[config.mk]
export PLATFORM = sky130hd
export DESIGN_NAME = hazard_unit_v2
export DESIGN_NICKNAME = d
export VERILOG_FILES = /design/src/rtl/hazard_unit_v2.sv
export SDC_FILE = /design/constraint.sdc
export NUM_CORES = 1
export LEC_CHECK = 0
export CELL_PAD_IN_SITES_DETAIL_PLACEMENT = 1
export CELL_PAD_IN_SITES_GLOBAL_PLACEMENT = 2
export CORE_MARGIN = 3
export CORE_UTILIZATION = 20
export DETAILED_ROUTE_END_ITERATION = 8
export PLACE_DENSITY_LB_ADDON = 0.08
export SLEW_MARGIN = 20
export SYNTH_ARGS = -nofsm -noshare
export SYNTH_HDL_FRONTEND = slang
export SYNTH_HIERARCHICAL = 1
export SYNTH_SLANG_ARGS = --single-unit
[constraint.sdc]
create_clock -name clk -period 2.1 [get_ports clk]
set_input_delay 0.21 -clock clk [delete_from_list [all_inputs] [get_ports clk]]
set_output_delay 0.21 -clock clk [all_outputs]
set_load 0.005 [all_outputs]
[src/rtl/hazard_unit_v2.sv]
// hazard_unit_v2: interlock controller beside ID (load-use, branch, MDU, backend freeze, watchdog).
// Optional perf counters compiled in with `define HAZ_PERF_EN.

// Per-source comparator: one instance per ID source operand.
module hazard_src_match #(
  parameter int REG_AW = 5
) (
  input  logic [REG_AW-1:0] src,
  input  logic              vld,
  input  logic [REG_AW-1:0] ex_wreg,
  input  logic [REG_AW-1:0] mem_wreg,
  output logic              hit_ex,
  output logic              hit_mem
);
  // r0 is hardwired zero, so a write to it never creates a dependency.
  assign hit_ex  = vld && (src == ex_wreg)  && (ex_wreg  != '0);
  assign hit_mem = vld && (src == mem_wreg) && (mem_wreg != '0);
endmodule

module hazard_unit_v2 #(
  parameter int REG_AW     = 5,
  parameter int NUM_SRC    = 2,
  parameter int MDU_LAT    = 32,
  parameter int DELAY_SLOT = 0,
  parameter int WDOG_MAX   = 1023
) (
  input  logic                      clk,
  input  logic                      rst_n,
  input  logic [NUM_SRC*REG_AW-1:0] id_src,
  input  logic [NUM_SRC-1:0]        id_src_vld,
  input  logic                      id_branch,
  input  logic                      id_taken,
  input  logic                      id_jump,
  input  logic                      id_jump_reg,
  input  logic                      id_mdu_start,
  input  logic                      id_hilo_read,
  input  logic                      ex_regwrite,
  input  logic                      ex_memread,
  input  logic [REG_AW-1:0]         ex_wreg,
  input  logic                      mem_memread,
  input  logic [REG_AW-1:0]         mem_wreg,
  input  logic                      ext_stall,
  output logic                      stall_if,
  output logic                      flush_if,
  output logic                      flush_id,
  output logic                      freeze,
  output logic                      mdu_busy,
  output logic [2:0]                stall_cause,
  output logic                      hang_err,
  output logic [31:0]               perf_stall_cycles,
  output logic [31:0]               perf_flush_cnt
);
  localparam logic [2:0] CAUSE_NONE = 3'd0;
  localparam logic [2:0] CAUSE_LU   = 3'd1;
  localparam logic [2:0] CAUSE_BEX  = 3'd2;
  localparam logic [2:0] CAUSE_BMEM = 3'd3;
  localparam logic [2:0] CAUSE_MDU  = 3'd4;
  localparam logic [2:0] CAUSE_EXT  = 3'd5;

  localparam int MDU_W = $clog2(MDU_LAT + 1);
  localparam int WD_W  = (WDOG_MAX < 1) ? 1 : $clog2(WDOG_MAX + 1);
  localparam logic [WD_W-1:0] WD_LIM = WD_W'(WDOG_MAX);
  localparam bit WD_EN = (WDOG_MAX != 0);
  localparam bit DS_EN = (DELAY_SLOT != 0);

  logic [NUM_SRC-1:0] hit_ex, hit_mem;
  logic match_ex, match_mem, ctrl_reg;
  logic load_use, br_ex, br_mem, mdu_haz, data_haz;
  logic [MDU_W-1:0] mdu_cnt;
  logic [WD_W-1:0]  stall_run, stall_run_nxt;

  for (genvar k = 0; k < NUM_SRC; k++) begin : g_src
    hazard_src_match #(.REG_AW(REG_AW)) u_match (
      .src     (id_src[k*REG_AW +: REG_AW]),
      .vld     (id_src_vld[k]),
      .ex_wreg (ex_wreg),
      .mem_wreg(mem_wreg),
      .hit_ex  (hit_ex[k]),
      .hit_mem (hit_mem[k])
    );
  end

  assign match_ex  = |hit_ex;
  assign match_mem = |hit_mem;
  // Branches and jr/jalr resolve in ID, so they need the operand a stage early.
  assign ctrl_reg  = id_branch | id_jump_reg;

  assign load_use = ex_memread & match_ex;
  assign br_ex    = ctrl_reg & ex_regwrite & match_ex;
  assign br_mem   = ctrl_reg & mem_memread & match_mem;
  assign mdu_haz  = mdu_busy & (id_hilo_read | id_mdu_start);
  assign data_haz = load_use | br_ex | br_mem | mdu_haz;

  assign freeze   = ext_stall;
  assign stall_if = ext_stall | data_haz;
  assign flush_id = ~ext_stall & data_haz;
  assign flush_if = ~stall_if & ~DS_EN & ((id_branch & id_taken) | id_jump | id_jump_reg);

  always_comb begin
    stall_cause = CAUSE_NONE;
    if (ext_stall)     stall_cause = CAUSE_EXT;
    else if (load_use) stall_cause = CAUSE_LU;
    else if (br_ex)    stall_cause = CAUSE_BEX;
    else if (br_mem)   stall_cause = CAUSE_BMEM;
    else if (mdu_haz)  stall_cause = CAUSE_MDU;
  end

  // MDU keeps counting through freezes; a stalled start never reloads.
  always_ff @(posedge clk or negedge rst_n) begin
    if (!rst_n)                          mdu_cnt <= '0;
    else if (id_mdu_start && !stall_if)  mdu_cnt <= MDU_W'(MDU_LAT);
    else if (mdu_cnt != '0)              mdu_cnt <= mdu_cnt - MDU_W'(1);
  end
  assign mdu_busy = (mdu_cnt != '0);

  always_comb begin
    stall_run_nxt = '0;
    if (stall_if) stall_run_nxt = (stall_run >= WD_LIM) ? WD_LIM : stall_run + WD_W'(1);
  end

  always_ff @(posedge clk or negedge rst_n) begin
    if (!rst_n) begin
      stall_run <= '0;
      hang_err  <= 1'b0;
    end else begin
      stall_run <= stall_run_nxt;
      if (WD_EN && stall_if && (stall_run_nxt == WD_LIM)) hang_err <= 1'b1;
    end
  end

`ifdef HAZ_PERF_EN
  logic [31:0] perf_stall_q, perf_flush_q;
  always_ff @(posedge clk or negedge rst_n) begin
    if (!rst_n) begin
      perf_stall_q <= '0;
      perf_flush_q <= '0;
    end else begin
      perf_stall_q <= perf_stall_q + 32'(stall_if);
      perf_flush_q <= perf_flush_q + 32'(flush_if);
    end
  end
  assign perf_stall_cycles = perf_stall_q;
  assign perf_flush_cnt    = perf_flush_q;
`else
  assign perf_stall_cycles = '0;
  assign perf_flush_cnt    = '0;
`endif

endmodule

**Word level (Yosys, flattened, before mapping)**

Index checks and enable logic that the tools add are counted.

- Magnitude comparators: 1
- Bitwise logic cells: 19
- Equality and inequality tests: 5
- Add/subtract/negate cells: 2
- Muxes and demuxes: 9
- Reductions and logical operators: 17

Operators with widths:

| cell | number |
|---|---|
| 5-bit == test | 4 |
| 10-bit two-way mux | 2 |
| 3-bit two-way mux | 5 |
| 6-bit two-way mux | 2 |
| 10-bit by 1-bit adder with 10-bit output, second input constant | 1 |
| 10-bit == test, second input constant | 1 |
| 10-bit >= comparator, second input constant | 1 |
| 1-bit logical AND | 10 |
| 5-bit nonzero test | 2 |
| 1-bit AND | 9 |
| 1-bit bitwise OR | 8 |
| 6-bit nonzero test | 1 |
| 6-bit by 1-bit subtractor with 6-bit output, second input constant | 1 |
| 2-bit OR reduction | 2 |
| 1-bit inverter | 2 |
| 2-bit nonzero test | 1 |
| 1-bit logical NOT | 1 |

- Bits in registers: 17
- Word-level logic and storage cells: 56
- Bits of input ports: 34

**Logic depth before layout (Yosys ltp)**

- Depth in word-level cells: 12
- Gate-level depth with buffers: 9
- Mapped depth without buffers: 8

**Modules after synthesis**

Netlist, hierarchy kept.

Modules (own cells, without submodules):

| module | cells an instance | area each (µm²) | times used |
|---|---|---|---|
| hazard_unit_v2 | 177 | 1,524.0 | 1 |
| hazard_src_match | 20 | 140.1 | 2 |

**Least setup slack after synthesis**

OpenSTA, ideal clock, no wires.

- Path kind: input to output
- From: input ex_wreg[0]
- To: output flush_if
- Arrival time: 1.571 ns
- Path buffers: 1
- Stages: 9
- Setup slack: 0.319 ns
- Path through: nor4_1 -> o21ai_0 -> and4_1 -> o21ai_0 -> nor2b_1 -> and3_1 -> buf_2 -> inv_1 -> nor2_1

- Word-level cells in the longest chain between the ends: 11
- Elaborated cells on any way between the ends: 16
- Those cells by class: 2 x eq/ne; 8 x bitwise; 6 x reduce/logical

RTL lines:

| item | RTL line | text |
|---|---|---|
| start: declaration | 39 | `input logic [REG_AW-1:0] ex_wreg,` |
| 5-bit == test | 16 | `assign hit_ex = vld && (src == ex_wreg) && (ex_wreg != '0);` |
| 1-bit logical AND | 16 |  |
| 1-bit logical AND * | 16 |  |
| named net hit_ex[1] | 66 | `logic [NUM_SRC-1:0] hit_ex, hit_mem;` |
| 2-bit OR reduction * | 83 | `assign match_ex = \|hit_ex;` |
| 1-bit AND (on tied branches) | 88, 89 |  |
| 1-bit bitwise OR * (3 in a row) | 92 | `assign data_haz = load_use \| br_ex \| br_mem \| mdu_haz;` |
| 1-bit bitwise OR * | 95 | `assign stall_if = ext_stall \| data_haz;` |
| named net stall_if | 43 | `output logic stall_if,` |
| 1-bit inverter * | 97 | `assign flush_if = ~stall_if & ~DS_EN & ((id_branch & id_taken) \| id_jump \| id_jump_reg);` |
| 1-bit AND * | 97 |  |
| end: declaration | 44 | `output logic flush_if,` |

Mark *: on every way through the listed nets, which the timed path passes. The rest lies on a longest branch.

**Final worst setup path**

- From: input ex_wreg[4]
- To: output flush_id

- Word-level cells in the longest chain between the ends: 9
- Elaborated cells on any way between the ends: 14
- Those cells by class: 2 x eq/ne; 6 x bitwise; 6 x reduce/logical

RTL lines:

| item | RTL line | text |
|---|---|---|
| 5-bit == test | 16 |  |
| 1-bit logical AND | 16 |  |
| 1-bit logical AND * | 16 |  |
| named net hit_ex[1] | 66 |  |
| 2-bit OR reduction * | 83 |  |
| 1-bit AND (on tied branches) | 88, 89 |  |
| 1-bit bitwise OR * (3 in a row) | 92 |  |
| 1-bit AND * | 96 | `assign flush_id = ~ext_stall & data_haz;` |
| end: declaration | 45 | `output logic flush_id,` |

Marks and branches as above.

==> impl_metrics.csv <==
group,metric,value,unit
yosys,synth_ff_type,"dfrtp_1",
worst_setup_path,criticalPathCategory,"input pin to output port",
worst_setup_path,worst-r2r-setup-slack,0.28,ns
power_and_ir_drop,power,0.00147,W
yosys,synthDistinctLibCells,40,
place,dp_cells,383,
power_and_ir_drop,worst_ir_drop_vdd,224,uV
worst_setup_path,largest_stage_delay_on_the_critical_path,0.26,ns
drt,drt_iter0_drc,33,
final_layout,final_cell_mix,"conb_1, buf_4, dfrtp_1, clkdlybuf4s50_1, xor2_1",
timing,timing_hold_violations_final,0,
timing,final-setup-viol-count,0,
clock_tree,cts.root.buffer_cell,"clkbuf_8",
timing,worst_clock_skew,0.00814,ns
global_routing,grt_antenna_before_repair,0,
global_routing,grt_first_pass_wirelength,7980,um
floorplan,initial_core_utilization,0.206,
final_layout,final_common_cell,"conb_1",
place,dp.final_hpwl,4200,um
yosys,synth.top_cell.area_share,0.275,
worst_setup_path,required_time_of_the_critical_path,1.89,ns
floorplan,chipHeight,101,um
yosys,number_of_warnings_issued_by_yosys,6,
floorplan,die_extent_in_x,101,um
power_and_ir_drop,power-per-cell-area,627,nW/um^2
drt,antenna_left,0,
global_routing,groute.usage.overall,0.0980,
status,status,"complete, no violations",
floorplan,core-area,8760,sq um
worst_setup_path,nature_of_the_critical_path_endpoint,"output port",
yosys,syn-cell-area,1800,sq um
floorplan,i_o_pins,107,
clock_tree,clock_transition_at_the_registers_of_the_reported_paths,0.08,ns
worst_setup_path,cells_along_the_critical_path,"dlygate4sd2_1 -> or2_1 -> o21ai_1 -> and4_4 -> o21ai_2 -> o21a_1 -> buf_6 -> a31oi_4 -> buf_2",
final_layout,drive_above_1_share,0.226,
final_layout,final.fill_count,1068,
clock_tree,clock_tree.buffer_depth,2,
power_and_ir_drop,total_leakage_power,1.09,nW
yosys,cell_count_after_synthesis,217,
global_routing,grt_overflow,0,
timing,setup_tns_final,0,ns
timing,hold_slack,0.279,ns
place,port-buffer-count,42,
timing,max_freq,507,MHz
timing,post-route-period-util,0.938,
drt,drc,0,
worst_setup_path,start_kind,"input pin",
final_layout,nets,317,
clock_tree,cts_buffers,3,
yosys,ys_seq_elements,17,
timing,grt_setup_unrepaired,"true",
final_layout,areaGrowthSynthToFinish,30.3,%
drt,route.detailed.wl_per_inst,12.7,um
yosys,main_area_contributors_after_synthesis,"buf_4, dfrtp_1, xor2_1",
clock_tree,tritoncts_num_sinks,17,
yosys,synth.yosys.seq_area_share,0.236,
yosys,number_of_flops_mapped_to_enable_cells_by_yosys,0,
worst_setup_path,timing.critical_path.slowest_stage_cell,"dlygate4sd2_1",
final_layout,antenna-diode-count,0,
drt,detailroute.via_count,1510,
floorplan,fp.dieArea,10200,sq um
global_routing,maximum_number_of_pins_on_one_net_before_global_route_repair,18,
timing,finalMaxSlewViolations,0,
global_routing,grt_pass1_vias,1573,
drt,routed_wire_length,4930,um
yosys,post_synth.cell_area_avg,8.31,sq um
yosys,ys_async_sr_fraction,1.00,
clock_tree,worstSkewPairLatency,0.25,ns
clock_tree,cts_setup_buffers,0,
place,post-place-ws,-0.833,ns
timing,final_critical_path_setup_slack,0.129,ns
run,cap_violations,0,
yosys,post-synth-top-area-cell,"buf_4",
hold_path,timing.hold.worst.class,"input pin to asynchronous set/reset pin",
place,gp_congestion,0.681,
clock_tree,htreeDepth,1,
worst_setup_path,worst_ep_arrival_time,1.76,ns
drt,drt_pass1_iterations,4,
clock_tree,cts_tree,"done",
floorplan,row_count,34,
timing,period_minus_slack,1.97,ns
worst_setup_path,crit_fanout,3,
final_layout,count_of_non_filler_cells_in_the_finished_layout,387,
drt,vias_per_cell,3.90,
-- synth_stat cells, types with 3 or more instances --
cell type  instances
xor2_1            16
nor3_1             8
inv_1              6
and4_1             5
dfrtp_1           17
buf_4             66
xnor2_1            7
ha_1               3
nand2_1           13
nor2_1             7
a211oi_1           4
buf_2              3
nor2b_1            3
nor4_1             4
o21ai_0            8
a31oi_1            4
or2_1              5
a21oi_1           10
nand3_1            3
-- flip-flops by register name (all words and copies together), names as in the netlist --
name	cells
stall_run	10
mdu_cnt	6
hang_err	1
-- cell families after synthesis --
group / after synthesis / share of synthesized area
other: 1 / 0.00208
multiplexers: 1 / 0.00555
AO/OA/AOI/OAI: 36 / 0.126
adder cells (fa/ha/maj): 3 / 0.0208
AND/OR/NAND/NOR: 59 / 0.190
buffers and inverters: 77 / 0.308
XOR/XNOR: 23 / 0.112
flip-flops: 17 / 0.236
-- metal layers --
layer  share of wire  vias to the layer above  GRT usage
met5               0                        -          0
met4          0.0057                        0     0.0245
met3           0.066                        2     0.0152
met2            0.53                       60      0.183
met1            0.40                      715      0.116
li1                -                      733          -
-- timing repair --
action                                  4_1_cts  5_1_grt
hold buffers                                  0        0
pin swaps                                    12        8
resized for setup                            76       22
endpoints found under the setup margin       20        7
endpoints found under the hold margin         0        0
-- stage by stage --
| step | util | area [sq um] |
|---|---|---|
| floorplan | - | 2040 |
| global placement | 0.256 | 2240 |
| detailed placement | 0.256 | 2240 |
| CTS | 0.265 | 2320 |
| global route | 0.268 | 2350 |
| finish | 0.268 | 2350 |
-- where the power goes --
part,switching [W],internal [W],total (W)
Sequential,0.0000910,0.000433,0.000524
Combinational,0.000337,0.000359,0.000695
Clock,0.000120,0.000135,0.000255
Total,0.000547,0.000926,0.00147
-- layout make-up --
cell class	count	area, sq um	share of cell area
inverter	6	22.5	0.00958
clock buffer	4	45.0	0.0192
sequential	17	425	0.181
multi-input combinational	186	1180	0.502
timing repair buffer	66	542	0.230
tap	108	135	0.0575
-- worst max-delay path, delay by kind of cell --
kind	cells	cell delay, ns
and+or+nand+nor	2	0.47
AOI/OAI and AO/OA	4	0.56
buffers and inverters	3	0.53
-- worst paths after layout --
kind,start,to,depth (start not counted)
max,ex_wreg[4],flush_id,9
min,rst_n,stall_run[9]$_DFF_PN0_,2
max reg2reg,stall_run[0]$_DFF_PN0_,hang_err$_DFFE_PN0P_,6
min reg2reg,hang_err$_DFFE_PN0P_,hang_err$_DFFE_PN0P_,1
max in group asynchronous,rst_n,stall_run[0]$_DFF_PN0_,2
min in group clk,hang_err$_DFFE_PN0P_,hang_err$_DFFE_PN0P_,1
Power figures use the tool's default switching activity.
